$ cat config.mk
export PLATFORM = sky130hd
export DESIGN_NAME = audio_serial_tx_flat
export DESIGN_NICKNAME = d
export VERILOG_FILES = /design/src/rtl/audio_serial_tx_pkg.sv /design/src/rtl/audio_serial_tx_if.sv /design/src/rtl/audio_serial_tx_fifo.sv /design/src/rtl/audio_serial_tx.sv /design/src/flat_wrapper.sv
export SDC_FILE = /design/constraint.sdc
export NUM_CORES = 1
export LEC_CHECK = 0
export ABC_AREA = 1
export ABC_CLOCK_PERIOD_IN_PS = 4950
export CORE_MARGIN = 1
export CORE_UTILIZATION = 45
export DETAILED_ROUTE_END_ITERATION = 10
export PLACE_DENSITY = 0.59
export RECOVER_POWER = 25
export SETUP_SLACK_MARGIN = 0.2
export SLEW_MARGIN = 20
export SYNTH_ARGS = -nofsm -noshare
export SYNTH_HDL_FRONTEND = slang
export SYNTH_SLANG_ARGS = --single-unit
$ cat constraint.sdc
create_clock -name Clk -period 4.95 [get_ports Clk]
set_input_delay 0.99 -clock Clk [delete_from_list [all_inputs] [get_ports Clk]]
set_output_delay 0.99 -clock Clk [all_outputs]
set_load 0.02 [all_outputs]
$ cat src/rtl/audio_serial_tx_pkg.sv
// Shared definitions for the serial audio transmitter: register map, status
// bit positions, frame geometry and the sequencer state encoding.
package audio_pkg;

  localparam logic [3:0] AUD_ADDR_LEFT   = 4'd0;
  localparam logic [3:0] AUD_ADDR_RIGHT  = 4'd1;
  localparam logic [3:0] AUD_ADDR_CTRL   = 4'd2;
  localparam logic [3:0] AUD_ADDR_DIV    = 4'd3;
  localparam logic [3:0] AUD_ADDR_STATUS = 4'd4;

  localparam int ST_FULL     = 4;
  localparam int ST_EMPTY    = 5;
  localparam int ST_UNDERRUN = 6;
  localparam int ST_OVERFLOW = 7;

  localparam int SLOTS_PER_HALF = 32;
  localparam int SAMPLE_BITS    = 16;

  localparam logic [7:0] DIV_RESET = 8'd3;

  typedef enum logic [1:0] {
    IDLE = 2'd0,
    LOAD = 2'd1,
    RUN  = 2'd2
  } aud_state_t;

  // Serial bit for a slot of a {left, right} pair: the first SAMPLE_BITS
  // slots of each half carry the sample MSB first, the rest are zero.
  function automatic logic slot_bit(input logic [31:0] pair, input logic [5:0] slot);
    logic [SAMPLE_BITS-1:0] sample;
    sample = slot[5] ? pair[15:0] : pair[31:16];
    if (slot[4]) return 1'b0;
    return sample[4'd15 - slot[3:0]];
  endfunction

endpackage

$ cat src/rtl/audio_serial_tx_if.sv
// Local register bus seen by the audio transmitter.
// A write happens on a clock edge with En & Wr; DataRd is combinational from
// Addr and register state, and reads have no side effects.
interface audio_serial_tx_if;
  logic [3:0]  Addr;
  logic [15:0] DataWr;
  logic [15:0] DataRd;
  logic        En;
  logic        Rd;
  logic        Wr;

  modport master (output Addr, DataWr, En, Rd, Wr, input DataRd);
  modport slave  (input Addr, DataWr, En, Rd, Wr, output DataRd);
endinterface

$ cat src/rtl/audio_serial_tx_fifo.sv
// Stereo sample FIFO: one {left, right} pair per entry, storage in flops so the
// head word is available straight from registers.
module audio_sample_fifo #(
  parameter int DEPTH = 4,
  parameter int WIDTH = 32
) (
  input  logic                       clk,
  input  logic                       resetn,
  input  logic                       push,
  input  logic [WIDTH-1:0]           push_data,
  input  logic                       pop,
  output logic [WIDTH-1:0]           pop_data,
  output logic [$clog2(DEPTH+1)-1:0] level,
  output logic                       full,
  output logic                       empty
);

  localparam int PW = $clog2(DEPTH);
  localparam int LW = $clog2(DEPTH + 1);

  logic [WIDTH-1:0] mem [DEPTH];
  logic [PW-1:0]    rd_ptr;
  logic [PW-1:0]    wr_ptr;
  logic             pop_eff;
  logic             push_eff;

  assign full     = (level == LW'(DEPTH));
  assign empty    = (level == '0);
  assign pop_eff  = pop & ~empty;
  // A full FIFO still accepts a push when a pop frees a slot in the same cycle.
  assign push_eff = push & (~full | pop_eff);
  assign pop_data = mem[rd_ptr];

  always_ff @(posedge clk) begin
    if (!resetn) begin
      rd_ptr <= '0;
      wr_ptr <= '0;
      level  <= '0;
    end else begin
      if (push_eff) begin
        mem[wr_ptr] <= push_data;
        wr_ptr      <= wr_ptr + 1'b1;
      end
      if (pop_eff) rd_ptr <= rd_ptr + 1'b1;
      if (push_eff && !pop_eff)      level <= level + 1'b1;
      else if (pop_eff && !push_eff) level <= level - 1'b1;
    end
  end

endmodule

$ cat src/rtl/audio_serial_tx.sv
// Serial audio transmitter: register bus, sample FIFO and a 64-slot
// left-justified frame generator (AbitClk / Async / Asdo).
module audio_serial_tx
  import audio_pkg::*;
#(
  parameter int FIFO_DEPTH = 4
) (
  input  logic                    Clk,
  input  logic                    Resetn,
  audio_serial_tx_if.slave        bus,
  output logic                    AbitClk,
  output logic                    Async,
  output logic                    Asdo,
  output aud_state_t              state_dbg
);

  localparam int LW = $clog2(FIFO_DEPTH + 1);

  logic [15:0]   left_stage;
  logic [15:0]   right_last;
  logic          enable;
  logic [7:0]    div;
  logic [7:0]    div_act;
  logic [7:0]    presc;
  logic [5:0]    slot;
  logic [31:0]   frame;
  logic          underrun;
  logic          overflow;
  aud_state_t    state;

  logic          wr_en;
  logic          push;
  logic          pop_req;
  logic          tick;
  logic [5:0]    next_slot;
  logic [31:0]   pop_data;
  logic [31:0]   fifo_head;
  logic [LW-1:0] fifo_level;
  logic          fifo_full;
  logic          fifo_empty;
  logic [15:0]   status;
  logic          unused_rd;

  assign unused_rd = bus.Rd;
  assign state_dbg = state;
  assign wr_en     = bus.En & bus.Wr;
  assign push      = wr_en && (bus.Addr == AUD_ADDR_RIGHT);
  assign tick      = (presc == div_act);
  assign next_slot = slot + 6'd1;

  // Pops happen when leaving IDLE and on the falling bit-clock edge out of slot 63.
  assign pop_req = enable && ((state == IDLE) ||
                              (tick && AbitClk && (slot == 6'd63)));
  assign pop_data = fifo_empty ? 32'h0 : fifo_head;

  audio_sample_fifo #(
    .DEPTH (FIFO_DEPTH),
    .WIDTH (32)
  ) u_fifo (
    .clk       (Clk),
    .resetn    (Resetn),
    .push      (push),
    .push_data ({left_stage, bus.DataWr}),
    .pop       (pop_req),
    .pop_data  (fifo_head),
    .level     (fifo_level),
    .full      (fifo_full),
    .empty     (fifo_empty)
  );

  always_comb begin
    status = '0;
    status[3:0]         = 4'(fifo_level);
    status[ST_FULL]     = fifo_full;
    status[ST_EMPTY]    = fifo_empty;
    status[ST_UNDERRUN] = underrun;
    status[ST_OVERFLOW] = overflow;
  end

  always_comb begin
    bus.DataRd = 16'h0000;
    case (bus.Addr)
      AUD_ADDR_LEFT:   bus.DataRd = left_stage;
      AUD_ADDR_RIGHT:  bus.DataRd = right_last;
      AUD_ADDR_CTRL:   bus.DataRd = {15'h0000, enable};
      AUD_ADDR_DIV:    bus.DataRd = {8'h00, div};
      AUD_ADDR_STATUS: bus.DataRd = status;
      default:         bus.DataRd = 16'h0000;
    endcase
  end

  always_ff @(posedge Clk) begin
    if (!Resetn) begin
      left_stage <= '0;
      right_last <= '0;
      enable     <= 1'b0;
      div        <= DIV_RESET;
      underrun   <= 1'b0;
      overflow   <= 1'b0;
    end else begin
      if (wr_en) begin
        case (bus.Addr)
          AUD_ADDR_LEFT:  left_stage <= bus.DataWr;
          AUD_ADDR_RIGHT: right_last <= bus.DataWr;
          AUD_ADDR_CTRL:  enable     <= bus.DataWr[0];
          AUD_ADDR_DIV:   div        <= bus.DataWr[7:0];
          default: ;
        endcase
      end
      // A new event in the same cycle as a clear keeps the bit set.
      underrun <= (underrun & ~(wr_en && bus.Addr == AUD_ADDR_STATUS && bus.DataWr[ST_UNDERRUN]))
                | (pop_req & fifo_empty);
      overflow <= (overflow & ~(wr_en && bus.Addr == AUD_ADDR_STATUS && bus.DataWr[ST_OVERFLOW]))
                | (push & fifo_full & ~pop_req);
    end
  end

  always_ff @(posedge Clk) begin
    if (!Resetn) begin
      state   <= IDLE;
      AbitClk <= 1'b0;
      Async   <= 1'b0;
      Asdo    <= 1'b0;
      presc   <= '0;
      div_act <= DIV_RESET;
      slot    <= '0;
      frame   <= '0;
    end else begin
      case (state)
        IDLE: begin
          AbitClk <= 1'b0;
          Async   <= 1'b0;
          Asdo    <= 1'b0;
          presc   <= '0;
          slot    <= '0;
          div_act <= div;
          if (enable) begin
            state <= LOAD;
            frame <= pop_data;
            Asdo  <= slot_bit(pop_data, 6'd0);
          end
        end
        default: begin
          if (!enable) begin
            state   <= IDLE;
            AbitClk <= 1'b0;
            Async   <= 1'b0;
            Asdo    <= 1'b0;
            presc   <= '0;
            slot    <= '0;
          end else begin
            if (state == LOAD) state <= RUN;
            if (tick) begin
              // A new divider is picked up only at a terminal count.
              presc   <= '0;
              div_act <= div;
              AbitClk <= ~AbitClk;
              if (AbitClk) begin
                slot <= next_slot;
                if (slot == 6'd63) begin
                  frame <= pop_data;
                  Async <= 1'b0;
                  Asdo  <= slot_bit(pop_data, 6'd0);
                end else begin
                  Async <= next_slot[5];
                  Asdo  <= slot_bit(frame, next_slot);
                end
              end
            end else begin
              presc <= presc + 8'd1;
            end
          end
        end
      endcase
    end
  end

endmodule

$ cat src/flat_wrapper.sv
// flat-port wrapper written by rule: the top's interface ports become plain ports
module audio_serial_tx_flat import audio_pkg::*;
#(
  parameter int FIFO_DEPTH = 4
)
  (Clk, Resetn, AbitClk, Async, Asdo, state_dbg, bus_Addr, bus_DataWr, bus_En, bus_Rd, bus_Wr, bus_DataRd);
  audio_serial_tx_if bus_i ();
  input  logic Clk;
  input  logic Resetn;
  output logic AbitClk;
  output logic Async;
  output logic Asdo;
  output aud_state_t state_dbg;
  input wire logic [$bits(bus_i.Addr)-1:0] bus_Addr;
  input wire logic [$bits(bus_i.DataWr)-1:0] bus_DataWr;
  input wire logic [$bits(bus_i.En)-1:0] bus_En;
  input wire logic [$bits(bus_i.Rd)-1:0] bus_Rd;
  input wire logic [$bits(bus_i.Wr)-1:0] bus_Wr;
  output wire logic [$bits(bus_i.DataRd)-1:0] bus_DataRd;
  assign bus_i.Addr = bus_Addr;
  assign bus_i.DataWr = bus_DataWr;
  assign bus_i.En = bus_En;
  assign bus_i.Rd = bus_Rd;
  assign bus_i.Wr = bus_Wr;
  assign bus_DataRd = bus_i.DataRd;
  audio_serial_tx #(.FIFO_DEPTH(FIFO_DEPTH)) u_core (.Clk(Clk), .Resetn(Resetn), .bus(bus_i), .AbitClk(AbitClk), .Async(Async), .Asdo(Asdo), .state_dbg(state_dbg));
endmodule
Yosys cells after proc, flatten, opt, wreduce, memory -nomap -nowiden
Memories as Yosys holds them, arrays and structs flattened. A register that Yosys moved wholly into a read port is not among the register bits.
Index checks and enable logic that the tools add are counted.
- $add $sub $neg: 7
- multipliers: 0
- div/mod/pow operators: 0
- magnitude comparators: 1
- equal/unequal tests: 12
- shift operators: 0
- multiplexer cells: 41
- bitwise operators: 19
- reduce and logical (&&, ||, !) cells: 31
- operators with widths (kind ; count):
    $mux 32 ; 7
    $pmux 16 s5 ; 1
    $mux 8 ; 3
    $mux 1 ; 20
    $mux 16 ; 1
    $reduce_and 2->1 ; 8
    $mux 2 ; 6
    $reduce_bool 2->1 ; 5
    $logic_and 1x1->1 ; 9
    $add 8x1->8 const B ; 1
    $and 1x1->1 ; 8
    $eq 4x2->1 const B ; 2
    $eq 8x8->1 ; 1
    $not 1->1 ; 8
    $add 6x1->6 const B ; 1
    $eq 6x6->1 const B ; 1
    $mux 3 ; 2
    $ne 3x3->1 const B ; 2
    $lt 4x5->1 const B ; 1
    $add 2x1->2 const B ; 2
    $bmux 1 s4 ; 1
    $eq 4x1->1 const B ; 1
    $eq 4x3->1 const B ; 1
    $logic_not 4->1 ; 1
    other kinds (15) ; 18
- bits in registers: 109
- latch bits: 0
- memory bits (writable): 128
- memory bits (read-only): 0
- input bits: 25
- output and inout port bits: 21
- logic and storage cells: 129
- memories: 1
- memories (name ; depth ; width ; read ports ; clocked after Yosys merged registers in ; write ports ; line ; text):
    u_core.u_fifo.mem ; 4 ; 32 ; 1 ; 1 ; 1 ; audio_serial_tx_fifo.sv:21 ; logic [WIDTH-1:0] mem [DEPTH];

Logic depth before layout (Yosys ltp)
- depth after elaboration: 14
- depth in mapped cells: 15
- depth with buffers taken out: 15

Modules after synthesis
From an unflattened synthesis, not the netlist that was laid out.
- cell total of the unflattened synthesis: 991
- area, all modules: 9778.1 sq um
- modules (own cells, without submodules) (module ; times used ; cells each ; area each (sq um) ; seq. area each (sq um)):
    audio_sample_fifo ; 1 ; 382 ; 5293.8 ; 4023.9
    audio_serial_tx ; 1 ; 609 ; 4484.3 ; 2042.0

Worst setup path after synthesis
Ideal clock, no wire load.
- path type: input to register
- from: input port bus_Addr[3]
- to: memory u_core.u_fifo.mem[0][0], enable pin
- setup time: 0.421 ns
- arrival: 3.406 ns
- path slack: 1.123 ns
- stages: 9
- path buffers: 0
- path through: nor2_1 inv_1 nor3_2 inv_2 nor2_1 inv_2 a21oi_2 nand2_1 nor2_1
- cells in the longest elaborated chain, start to end: 6
- ends and longest elaborated chain (element ; line ; text):
    start: declaration ; flat_wrapper.sv:14 ; input wire logic [$bits(bus_i.Addr)-1:0] bus_Addr;
    $eq 4x1->1 ; audio_serial_tx.sv:47 ; assign push = wr_en && (bus.Addr == AUD_ADDR_RIGHT);
    $logic_and 1x1->1 ; audio_serial_tx.sv:47 ;
    $and 1x1->1 ; audio_serial_tx_fifo.sv:31 ; assign push_eff = push & (~full | pop_eff);
    $mux 1 ; audio_serial_tx_fifo.sv:40 ; if (push_eff) begin
    $mux 1 ; audio_serial_tx_fifo.sv:35 ; if (!resetn) begin
    $mux 1 (not written as such) ; audio_serial_tx_fifo.sv:41 ; mem[wr_ptr] <= push_data;
    end: declaration ; audio_serial_tx_fifo.sv:21 ;
No other way between the ends.

Worst setup path in the final report
- from: input port bus_Addr[3]
- to: output port bus_DataRd[0]
- cells in the longest elaborated chain, start to end: 2
- elaborated cells between the ends (all ways): 6
- classes of those cells: eq/ne: 4; mux: 1; reduce/logical: 1
- ends and longest elaborated chain (element ; line ; text):
    $eq 4x3->1, or another cell as far along ; audio_serial_tx.sv:82 ; case (bus.Addr)
    $pmux 16 s5 (*) ; audio_serial_tx.sv:82 ;
    end: declaration ; flat_wrapper.sv:19 ; output wire logic [$bits(bus_i.DataRd)-1:0] bus_DataRd;
Every way passes the cells marked *; elsewhere a longest branch is shown, timed or not.

==> impl_metrics.toml <==
[outcome]
status = "complete, no violations"

[timing]
slew_headroom_pct = 40.8
setup_viol = 0
tightest_slew_ns = 0.888
final.period_utilization_pct = 89.6
tns_ns = 0
skew_ns = 0.0162
drv_slew = 0
rsz0062_at_grt = "no"
period_needed_ns = 4.44
hold_viol = 0
max_freq_ghz = 0.225

[power_and_ir_drop]
power_mw = 4.16
seq_power_share_pct = 50.3
ir_worst_vdd_mv = 0.333
intPower_mw = 3.33
power.switching_mw = 0.825
power.density_nw_per_um2 = 369
p_leak_nw = 3.89
clkPwrFrac_pct = 47.5
p_comb_share_pct = 2.2
switching_share_pct = 19.9

[logic_synthesis]
syn_nets = 1019
synth-seq-cells = 239
netlist_instances = 986
synth_cell_types = 44
ys_seq_area_share_pct = 62.9
avgSynthCellArea_sq_um = 9.79
syn_area_sq_um = 9650
yosys_warnings = 0

[grt]
grt_usage_pct = 22.1
antenna_found_initial = 0
grt_pass1_vias = 6897
grt_max_degree = 42
grt_first_pass_wirelength_microns = 37400
overflow = 0

[die]
rows = 53
die_height_microns = 148
start_util_pct = 45.9
io_pins = 46
core_sq_um = 21000
die_w_microns = 148
dieArea_sq_um = 22000

[placement]
gp_congestion = 0.853
portBuffers = 44
hpwl_microns = 14700

[cts]
clk_latency_ns = 0.53
holdBufCountCts = 0
cts_root_buf = "clkbuf_16"
cts_resized = 0
cts_htree_levels = 1
clock-sinks = 239
numCtsBuffers = 26
clk_pin_slew_worst_paths_ns = 0.06
postCtsSetupRepairBufs = 0
cts_buffer_depth = 3
cts_tree = "yes"

[run]
drv_cap = 0

[worst_setup_path]
path_delay_family = "buffers and inverters"
crit_type = "in -> out"
startpoint_type = "primary input"
crit_fanout = 12
cp_num_buf_inv = 4
path_cells = "clkdlybuf4s50_1 > nor2_1 > inv_1 > nor3_2 > inv_2 > o21ai_0 > a221oi_1 > o21ai_0 > clkdlybuf4s50_1"
crit_arrival_ns = 3.45
critPathMaxStageDelay_ns = 0.63
required_ns = 3.96
crit_path_end_kind = "output pin"
crit_slowest_cell = "clkdlybuf4s50_1"

[layout]
layout_common_cells = "nand2_1, edfxtp_1, o21ai_0"
layout_commonest_cell = "nand2_1"
area_growth_pct = 16.8
n_antenna_cell = 0
layout.nets = 1059
drive_gt1_share_pct = 8.13

[routing]
final_antenna_net_count = 0
drc = 0
post_drt_wl_per_cell_microns = 17.9
firstDrtPassIters = 4
wirelength_microns = 23600
vias = 7119
viasPerCell = 5.39
drt_iter0_drc = 494

[worst_hold_path]
hold_class = "reg -> reg"
[synth_stat cells]
cell type  number  area, sq um
o21bai_2        1         11.3
nor3_2          1         10.0
xor2_1          7         61.3
fa_1            1         20.0
a21oi_1        98          490
a21oi_2         4         35.0
o22ai_1        40          250
nand2_4         1         11.3
nand3b_4        1         20.0
clkinv_1        2         7.51
nand4_1         2         12.5
o21ai_1         2         10.0
buf_6           3         33.8
inv_2           4         15.0
buf_2           6         30.0
nor4_4          1         21.3
nor2_1        115          432
o2111ai_1       1         8.76
nor2_2          1         6.26
a22oi_1         2         15.0
nand2_1       138          518
nand3_1        46          230
o21ai_0       123          616
nand3_2         2         20.0
buf_4           2         15.0
o31ai_1         1         7.51
nor3_1          4         20.0
ha_1            7         87.6
a211oi_1        1         7.51
o221ai_1        3         26.3
edfxtp_1      128         3840
or2_2           3         18.8
buf_1           2         7.51
nor4_2          1         12.5
clkinv_2        1         5.00
inv_1          74          278
dfxtp_1       111         2220
xnor2_1         1         8.76
o211ai_1        1         7.51
a221oi_1        3         26.3
nand2_2         2         12.5
clkbuf_1       36          135
o21a_1          1         7.51
nor3b_1         2         15.0
[final timing paths]
| kind | startpoint | endpoint | slack, ns | cells past startpoint |
|---|---|---|---|---|
| max reg2reg | u_core.slot[0] | u_core.u_fifo.level[2] | 1.87 | 15 |
| max | bus_Addr[3] | bus_DataRd[0] | 0.51 | 9 |
| min | u_core.right_last[10] | u_core.right_last[10] | 0.45 | 2 |
| min reg2reg | u_core.right_last[10] | u_core.right_last[10] | 0.45 | 2 |
[registers in the layout (all words and copies together) (netlist names), named ones only]
| register | cells |
|---|---|
| u_core.AbitClk | 1 |
| u_core.Asdo | 1 |
| u_core.Async | 1 |
| u_core.div | 8 |
| u_core.div_act | 8 |
| u_core.enable | 1 |
| u_core.frame | 32 |
| u_core.left_stage | 16 |
| u_core.overflow | 1 |
| u_core.presc | 8 |
| u_core.right_last | 16 |
| u_core.slot | 6 |
| u_core.state_dbg | 2 |
| u_core.u_fifo.level | 3 |
| u_core.u_fifo.mem | 128 |
| u_core.u_fifo.rd_ptr | 2 |
| u_core.u_fifo.wr_ptr | 2 |
| u_core.underrun | 1 |
[tightest hold or removal path: stages (launching register included)]
cell     delay (ns)
dfxtp_1        0.30
inv_1          0.06
a21oi_1        0.05
[through the flow]
step / hold WS (ns) / cell area (sq um) / instances / utilization (%) / setup slack [ns]
CTS: 0.455 / 11300 / 1320 / 53.6 / 0.531
floorplan: 0.425 / 9650 / 986 / - / 1.12
global placement: 0.439 / 10400 / 1273 / 49.4 / 0.555
global route: 0.481 / 11300 / 1320 / 53.6 / 0.261
finish: 0.453 / 11300 / 1320 / 53.6 / 0.515
detailed placement: 0.446 / 10400 / 1273 / 49.4 / 0.547
[routing by layer]
metal | global-route usage, % | vias to the layer above | share of wire, %
li1 | - | 3494 | -
met4 | 6.24 | 0 | 1.9
met1 | 30.9 | 3451 | 48
met5 | 0 | - | 0
met3 | 3.10 | 30 | 4.3
met2 | 36.0 | 144 | 46
[area by class of cell]
type / count / area [sq um]
multi-input combinational: 617 / 3090
fill: 1891 / 9750
inverter: 81 / 305
clock inverter: 14 / 176
timing repair buffer: 61 / 581
tap: 275 / 344
clock buffer: 33 / 707
sequential: 239 / 6070
[power groups by stage]
stage / Combinational, mW / Sequential [mW] / Clock [mW]
final: 0.0911 / 2.09 / 1.97
after global routing: 0.0998 / 2.09 / 2.09
after CTS: 0.0924 / 2.09 / 2.00
after detailed placement: 0.0920 / 2.13 / 0
after global placement: 0.0912 / 2.13 / 0
after floorplan: 0.0399 / 2.13 / 0
[cell families (layout without fill, tap and decap cells)]
kind of cell	count (synthesis)	after routing	synth area share (%)
and+or+nand+nor	320	320	14.1
AOI/OAI and AO/OA	281	281	15.7
DFF	239	239	62.9
buffers and inverters	130	189	5.46
adders and majority gates	8	8	1.12
xor gates and xnor gates	8	8	0.726
Note: power is estimated with default switching activity, not from simulation.
